**src/rtl/main_controller_fsm_pkg.sv**
```systemverilog
// Shared encodings for the multicycle MIPS main controller: opcodes, ALU-op codes,
// FSM states and the packed datapath control word.
package main_controller_fsm_pkg;

  localparam int unsigned STATE_W = 4;

  localparam logic [5:0] OP_RTYPE = 6'b000000;
  localparam logic [5:0] OP_LW    = 6'b100011;
  localparam logic [5:0] OP_SW    = 6'b101011;
  localparam logic [5:0] OP_BEQ   = 6'b000100;
  localparam logic [5:0] OP_J     = 6'b000010;
  localparam logic [5:0] OP_ADDI  = 6'b001000;
  localparam logic [5:0] OP_ORI   = 6'b001101;

  localparam logic [1:0] ALUOP_ADD   = 2'b00;
  localparam logic [1:0] ALUOP_SUB   = 2'b01;
  localparam logic [1:0] ALUOP_OR    = 2'b10;
  localparam logic [1:0] ALUOP_FUNCT = 2'b11;

  typedef enum logic [STATE_W-1:0] {
    S_RESET     = 4'd0,
    S_FETCH     = 4'd1,
    S_DECODE    = 4'd2,
    S_MEM_ADDR  = 4'd3,
    S_MEM_READ  = 4'd4,
    S_MEM_WB    = 4'd5,
    S_MEM_WRITE = 4'd6,
    S_EXEC_R    = 4'd7,
    S_R_WB      = 4'd8,
    S_EXEC_I    = 4'd9,
    S_I_WB      = 4'd10,
    S_BRANCH    = 4'd11,
    S_JUMP      = 4'd12,
    S_ILLEGAL   = 4'd13
  } state_t;

  typedef struct packed {
    logic       pc_write;
    logic       pc_write_cond;
    logic       i_or_d;
    logic       mem_read;
    logic       mem_write;
    logic       ir_write;
    logic       mem_to_reg;
    logic       reg_dst;
    logic       reg_write;
    logic       alu_src_a;
    logic [1:0] alu_src_b;
    logic [1:0] alu_op;
    logic [1:0] pc_source;
    logic       illegal_op;
  } ctrl_t;

endpackage

```
**src/rtl/main_controller_fsm_decode.sv**
```systemverilog
// Combinational state -> control-word decoder for the main controller.
// With MEM_WAIT_EN, FETCH gates ir_write/pc_write on mem_ready.
module main_controller_fsm_decode
  import main_controller_fsm_pkg::*;
(
  input  state_t state,
  input  logic   ori_sel,
`ifdef MEM_WAIT_EN
  input  logic   mem_ready,
`endif
  output ctrl_t  ctrl
);

  always_comb begin
    ctrl = '0;
    case (state)
      S_FETCH: begin
        ctrl.mem_read  = 1'b1;
        ctrl.alu_src_b = 2'b01;
`ifdef MEM_WAIT_EN
        ctrl.ir_write  = mem_ready;
        ctrl.pc_write  = mem_ready;
`else
        ctrl.ir_write  = 1'b1;
        ctrl.pc_write  = 1'b1;
`endif
      end
      S_DECODE:   ctrl.alu_src_b = 2'b11;
      S_MEM_ADDR: begin
        ctrl.alu_src_a = 1'b1;
        ctrl.alu_src_b = 2'b10;
      end
      S_MEM_READ: begin
        ctrl.mem_read = 1'b1;
        ctrl.i_or_d   = 1'b1;
      end
      S_MEM_WB: begin
        ctrl.reg_write  = 1'b1;
        ctrl.mem_to_reg = 1'b1;
      end
      S_MEM_WRITE: begin
        ctrl.mem_write = 1'b1;
        ctrl.i_or_d    = 1'b1;
      end
      S_EXEC_R: begin
        ctrl.alu_src_a = 1'b1;
        ctrl.alu_op    = ALUOP_FUNCT;
      end
      S_R_WB: begin
        ctrl.reg_write = 1'b1;
        ctrl.reg_dst   = 1'b1;
      end
      S_EXEC_I: begin
        ctrl.alu_src_a = 1'b1;
        ctrl.alu_src_b = 2'b10;
        ctrl.alu_op    = ori_sel ? ALUOP_OR : ALUOP_ADD;
      end
      S_I_WB:     ctrl.reg_write = 1'b1;
      S_BRANCH: begin
        ctrl.alu_src_a     = 1'b1;
        ctrl.alu_op        = ALUOP_SUB;
        ctrl.pc_write_cond = 1'b1;
        ctrl.pc_source     = 2'b01;
      end
      S_JUMP: begin
        ctrl.pc_write  = 1'b1;
        ctrl.pc_source = 2'b10;
      end
      S_ILLEGAL:  ctrl.illegal_op = 1'b1;
      default:    ctrl = '0;
    endcase
  end

endmodule

```
**src/rtl/main_controller_fsm.sv**
```systemverilog
// Multicycle MIPS main control FSM: state register, next-state logic and I-type flags.
// Optional `MEM_WAIT_EN adds mem_ready and stalls FETCH/MEM_READ/MEM_WRITE until it is high.
module main_controller_fsm
  import main_controller_fsm_pkg::*;
#(
  parameter int unsigned OP_W = 6
) (
  input  logic            clk,
  input  logic            rst_n,
  input  logic [OP_W-1:0] opcode,
`ifdef MEM_WAIT_EN
  input  logic            mem_ready,
`endif
  output logic            pc_write,
  output logic            pc_write_cond,
  output logic            i_or_d,
  output logic            mem_read,
  output logic            mem_write,
  output logic            ir_write,
  output logic            mem_to_reg,
  output logic            reg_dst,
  output logic            reg_write,
  output logic            alu_src_a,
  output logic [1:0]      alu_src_b,
  output logic [1:0]      alu_op,
  output logic [1:0]      pc_source,
  output logic            illegal_op
);

  state_t state_q, state_d;
  logic   ori_q, ori_d;
  logic   sw_q, sw_d;
  logic   mem_go;
  ctrl_t  ctrl;

`ifdef MEM_WAIT_EN
  assign mem_go = mem_ready;
`else
  assign mem_go = 1'b1;
`endif

  always_comb begin
    state_d = state_q;
    ori_d   = ori_q;
    sw_d    = sw_q;
    case (state_q)
      S_RESET: state_d = S_FETCH;
      S_FETCH: if (mem_go) state_d = S_DECODE;
      S_DECODE: begin
        // opcode is only trusted here, so lw/sw and addi/ori choices are latched for later states
        ori_d = (opcode == OP_ORI);
        sw_d  = (opcode == OP_SW);
        case (opcode)
          OP_LW, OP_SW:     state_d = S_MEM_ADDR;
          OP_RTYPE:         state_d = S_EXEC_R;
          OP_BEQ:           state_d = S_BRANCH;
          OP_J:             state_d = S_JUMP;
          OP_ADDI, OP_ORI:  state_d = S_EXEC_I;
          default:          state_d = S_ILLEGAL;
        endcase
      end
      S_MEM_ADDR:  state_d = sw_q ? S_MEM_WRITE : S_MEM_READ;
      S_MEM_READ:  if (mem_go) state_d = S_MEM_WB;
      S_MEM_WRITE: if (mem_go) state_d = S_FETCH;
      S_EXEC_R:    state_d = S_R_WB;
      S_EXEC_I:    state_d = S_I_WB;
      S_MEM_WB, S_R_WB, S_I_WB, S_BRANCH, S_JUMP, S_ILLEGAL:
                   state_d = S_FETCH;
      default:     state_d = S_FETCH;
    endcase
  end

  always_ff @(posedge clk) begin
    if (!rst_n) begin
      state_q <= S_RESET;
      ori_q   <= 1'b0;
      sw_q    <= 1'b0;
    end else begin
      state_q <= state_d;
      ori_q   <= ori_d;
      sw_q    <= sw_d;
    end
  end

  main_controller_fsm_decode u_decode (
    .state     (state_q),
    .ori_sel   (ori_q),
`ifdef MEM_WAIT_EN
    .mem_ready (mem_ready),
`endif
    .ctrl      (ctrl)
  );

  assign pc_write      = ctrl.pc_write;
  assign pc_write_cond = ctrl.pc_write_cond;
  assign i_or_d        = ctrl.i_or_d;
  assign mem_read      = ctrl.mem_read;
  assign mem_write     = ctrl.mem_write;
  assign ir_write      = ctrl.ir_write;
  assign mem_to_reg    = ctrl.mem_to_reg;
  assign reg_dst       = ctrl.reg_dst;
  assign reg_write     = ctrl.reg_write;
  assign alu_src_a     = ctrl.alu_src_a;
  assign alu_src_b     = ctrl.alu_src_b;
  assign alu_op        = ctrl.alu_op;
  assign pc_source     = ctrl.pc_source;
  assign illegal_op    = ctrl.illegal_op;

endmodule

```
**config.mk**
```make
export PLATFORM = sky130hd
export DESIGN_NAME = main_controller_fsm
export DESIGN_NICKNAME = d
export VERILOG_FILES = /design/src/rtl/main_controller_fsm_pkg.sv /design/src/rtl/main_controller_fsm_decode.sv /design/src/rtl/main_controller_fsm.sv
export SDC_FILE = /design/constraint.sdc
export NUM_CORES = 1
export LEC_CHECK = 0
export ABC_AREA = 1
export BUFFER_PORTS_ARGS = -buffer_cell sky130_fd_sc_hd__buf_2
export CORE_MARGIN = 2
export CORE_UTILIZATION = 40
export DETAILED_ROUTE_END_ITERATION = 6
export GPL_TIMING_DRIVEN = 0
export PLACE_DENSITY = 0.71
export RECOVER_POWER = 25
export SETUP_SLACK_MARGIN = 0.05
export SLEW_MARGIN = 10
export SYNTH_ARGS = -nofsm -noshare
export SYNTH_HDL_FRONTEND = slang
export SYNTH_SLANG_ARGS = --single-unit
export TNS_END_PERCENT = 5
```
**constraint.sdc**
```tcl
create_clock -name clk -period 1.2 [get_ports clk]
set_input_delay 0.18 -clock clk [delete_from_list [all_inputs] [get_ports clk]]
set_output_delay 0.18 -clock clk [all_outputs]
set_load 0.02 [all_outputs]
```
Yosys cells after proc, flatten, opt, wreduce, memory -nomap -nowiden --
Cells that the tools add are included.
Operators by class: equal/unequal tests 19, reductions and logical operators 9, multiplexer cells 18
Operator list (number):
- $eq A4 B4 Y1 const B | 6
- $pmux W4 S6 | 1
- $pmux W4 S5 | 1
- $eq A4 B3 Y1 const B | 4
- $eq A6 B4 Y1 const B | 2
- $eq A6 B6 Y1 const B | 2
- $pmux W2 S3 | 2
- $reduce_or A2 Y1 | 6
- $mux W1 | 11
- $eq A4 B2 Y1 const B | 2
- $eq A6 B2 Y1 const B | 1
- $eq A6 B3 Y1 const B | 1
- $logic_not A6 Y1 | 1
- $eq A4 B1 Y1 const B | 1
- $mux W2 | 2
- $pmux W2 S2 | 1
- $reduce_or A4 Y1 | 1
- $reduce_or A3 Y1 | 1
Storage, ports and cells: output and inout bits 17, bits of input ports 8, bits in registers 6

Depth between registers and ports, before layout --
depth after elaboration 4, depth in mapped cells 9

By module --
From an unflattened synthesis, not the netlist that was laid out.
Second synthesis, totals: cells, all modules 101, area total of the unflattened synthesis 558.0 um^2
Modules (own cells, without submodules):
- main_controller_fsm | times used 1, area an instance 400.4 um^2, cells an instance 63, sequential area each 120.1 um^2
- main_controller_fsm_decode | times used 1, area an instance 157.7 um^2, cells an instance 38, sequential area each 0.0 um^2

Least setup slack after synthesis --
No wires, ideal clock.
path type register to output, from reg state_q[3], to out pc_source[0], path slack -220 ps, data arrival time 1240 ps, stages on the path, launching flop included 5, buffers on the path 1, required time 1020 ps, cells stage by stage dfxtp_1 -> inv_2 -> or2_4 -> nor2_1 -> buf_4
On the way: word-level cells in the longest chain between the ends 2, elaborated cells between the ends (all ways) 3, those cells by class eq/ne (2); mux (1)
RTL lines:
- start, declared | line main_controller_fsm.sv:30 | state_t state_q, state_d;
- start signal, assigned | line main_controller_fsm.sv:79 | state_q <= state_d;
- $eq A4 B4 Y1 | line main_controller_fsm_decode.sv:16 | case (state)
- $pmux W2 S2 * | line main_controller_fsm_decode.sv:16
- end, declared | line main_controller_fsm.sv:26 | output logic [1:0] pc_source,
Mark *: on every way between the ends. The rest lies on a longest branch, timed or not.

Final worst setup path --
from reg state_q[3], to out alu_op[1]
On the way: word-level cells in the longest chain between the ends 2, elaborated cells between the ends (all ways) 4, those cells by class eq/ne (3); mux (1)
RTL lines:
- $eq A4 B4 Y1 or $eq A4 B3 Y1 (tied branches) | line main_controller_fsm_decode.sv:16
- $pmux W2 S3 * | line main_controller_fsm_decode.sv:16
- end, declared | line main_controller_fsm.sv:25 | output logic [1:0] alu_op,
Marks and branches as above.

==> impl_metrics.py <==
metrics = {
    "floorplan": {
        "dieHeight_um": 41.7,
        "initial_utilization_pct": 43.2,
        "die_w_um": 41.7,
        "pin_count": 25,
        "fp.dieArea_sq_mm": 0.00174,
        "fp-row-count": 13,
        "core_area_sq_mm": 0.00132,
    },
    "routing": {
        "route.detailed.drc": 0,
        "via_per_inst": 4.82,
        "antenna_left": 0,
        "totalWireLength_um": 1290,
        "drt-pass1-iter-count": 4,
        "routedWlPerCell_um": 9.39,
        "vias": 661,
        "drt_iter0_drc": 6,
    },
    "sta": {
        "hold_viol_final": 0,
        "finalMaxSlewViolations": 0,
        "timing.hold.ws_ns": 0.192,
        "fin_crit_sh_pct": 122,
        "rsz0062_at_grt": "yes",
        "slew_headroom_pct": 77.0,
        "max_freq_mhz": 681,
        "tightest_slew_ns": 0.344,
        "layout_min_cycle_time_ns": 1.47,
        "setup_viol": 16,
        "worst_slack_ns": -0.269,
        "fin_skew_ns": 0.00576,
    },
    "yosys": {
        "synthCells": 93,
        "synth_warnings": 0,
        "synth_nets": 101,
        "synth_area_sq_um": 569,
        "ys_seq_elements": 6,
        "synth_cell_type_count": 19,
        "ys_seq_area_share_pct": 21.1,
        "syn_avg_cell_area_sq_um": 6.12,
    },
    "power": {
        "p_int_uw": 828,
        "clkPwrFrac_pct": 11.2,
        "swShare_pct": 50.1,
        "power.net_switching_uw": 832,
        "totalPowerFinal_uw": 1660,
        "seq_power_share_pct": 20.2,
        "pwr-share-comb_pct": 68.6,
        "power_density_mw_per_mm2": 1980,
        "p_leak_uw": 0.000426,
        "ir_drop_mv": 0.852,
    },
    "critical_path": {
        "rrSetupSlack_ns": 0.03,
        "start_kind": "flop",
        "cp_data_arrival_time_ns": 1.29,
        "r2r_cells": 7,
        "r2r-start": "state_q[3]",
        "cp.required_ns": 1.02,
        "crit_end": "alu_op[1]",
        "cp_cell_sequence": "inv_4 > or2_4 > nor2_4 > nand2_1 > o21ai_2 > buf_6",
        "crit_path_max_fanout": 4,
        "max_stage_delay_ns": 0.37,
        "startpoint": "state_q[3]",
        "path_class": "flop to primary output",
        "critPathCaptureType": "primary output",
        "path_buf_inv": 2,
        "crit_cells": 6,
        "r2r_end": "state_q[0]",
        "cpLargestDelayFamily": "simple AND/OR/NAND/NOR gates",
        "crit_slowest_cell": "dfxtp_4",
    },
    "global_route": {
        "grt_pass1_vias": 582,
        "grt_usage_pct": 15.7,
        "antenna_found_initial": 0,
        "gr-total-overflow": 0,
        "grt_max_degree": 9,
        "grt_pass1_wl_um": 2210,
    },
    "placement": {
        "dp.final_hpwl_um": 1100,
        "place_inst": 132,
        "place_congestion": 0.835,
        "place_ws_ns": -0.146,
        "io_buffers": 24,
    },
    "clock_tree": {
        "clockBufferDepth": 2,
        "clk-insertion-delay-late_ns": 0.25,
        "cts-htree-levels": 1,
        "numCtsBuffers": 3,
        "path_clk_slew_ns": 0.05,
        "cts_root_buffer": "clkbuf_4",
        "cts_sinks": 6,
        "cts_tree": "done",
    },
    "outcome": {
        "status": "finished with violations",
        "failed_checks": "setup timing",
    },
    "run": {
        "maxCapViolCount": 0,
    },
    "finish": {
        "fin_nets": 132,
        "syn_to_final_growth_pct": 47.0,
        "fillCellCount": 116,
        "finalNonFillerCells": 137,
        "drive_gt1_share_pct": 45.9,
        "n_antenna_cell": 0,
    },
    "min_path": {
        "hp-class": "input pin to flop",
    },
}
-- synth_stat cells, drive strengths merged --
| cell | instances | area share, % |
|---|---|---|
| buf | 1 | 1.3 |
| nand4 | 2 | 2.2 |
| o22ai | 1 | 1.1 |
| o21ai | 7 | 6.2 |
| nor2 | 25 | 26 |
| dfxtp | 6 | 21 |
| or2 | 1 | 1.5 |
| a21oi | 8 | 8.4 |
| nand3 | 7 | 7.0 |
| inv | 17 | 12 |
| nand2 | 18 | 13 |
-- worst register-to-register path, stage by stage, from the launching register on --
cell,delay [ns]
dfxtp_4,0.37
inv_4,0.04
or2_4,0.26
nor2_4,0.11
buf_4,0.13
nor2_4,0.03
nand3_2,0.06
a21oi_2,0.04
-- area by class of cell --
cell class                 instances  area (sq um)  area share [%]
inverter                          17          71.3            8.52
multi-input combinational         69           400            47.8
timing repair buffer              26           188            22.4
clock buffer                       3          22.5            2.69
sequential                         6           129            15.4
buffer                             1          7.51           0.897
tap                               15          18.8            2.24
-- cells in the final DEF, fill, tap and decap left out, drive strengths merged --
cell type / n
or2: 1
clkbuf: 3
nand3: 7
nand4: 2
dfxtp: 6
nand2: 18
o22ai: 1
inv: 17
a21oi: 8
nor2: 25
o21ai: 7
buf: 27
-- flip-flops by register name, indices dropped and copies added (netlist names) --
signal,cells
state_q,4
ori_q,1
sw_q,1
-- power groups by stage --
stage | logic (uW) | clock network, uW | registers [uW]
floorplan | 773 | 0 | 305
global placement | 979 | 0 | 320
detailed placement | 995 | 0 | 319
finish | 1140 | 185 | 336
CTS | 1050 | 188 | 330
global route | 1240 | 196 | 343
-- layer usage --
metal	global-route usage, %	vias up	wire, um
met2	26.3	25	630
met5	0	-	0
met3	3.04	4	84
met4	6.45	0	14
met1	19.3	280	557
li1	-	352	-
-- per-stage QoR --
| stage | utilization [%] | setup TNS, ns | instance area [sq um] |
|---|---|---|---|
| after floorplan | - | -0.135 | 592 |
| after global placement | 55.5 | -0.738 | 731 |
| after detailed placement | 55.5 | -0.790 | 731 |
| after CTS | 61.1 | -3.12 | 805 |
| after global routing | 63.5 | -3.79 | 837 |
| final | 63.5 | -2.75 | 837 |
-- how the worst min path moves through the flow --
| stage | startpoint | end | slack, ns | cells after the start |
|---|---|---|---|---|
| 2_1_floorplan | rst_n | ori_q | 0.32 | 2 |
| 3_3_place_gp | rst_n | ori_q | 0.44 | 3 |
| 3_5_place_dp | rst_n | ori_q | 0.44 | 3 |
| 4_1_cts | rst_n | ori_q | 0.19 | 3 |
| 5_1_grt | rst_n | ori_q | 0.22 | 3 |
| 6_report | rst_n | ori_q | 0.19 | 3 |
-- cells by family (layout without fill, tap and decap cells) --
logic type	after synthesis	count (layout)	share of synthesized area [%]
buffers and inverters	18	47	13.4
AOI/OAI and AO/OA	16	16	15.6
and+or+nand+nor	53	53	49.9
DFF	6	6	21.1
-- repair_timing --
| action | 4_1_cts | 5_1_grt |
|---|---|---|
| endpoints found under the setup margin | 19 | 21 |
| buffers inserted | 1 | 1 |
| pin swaps | 2 | 4 |
| hold buffers | 0 | 0 |
| resized for setup | 17 | 12 |
Power figures use the tool's default switching activity.
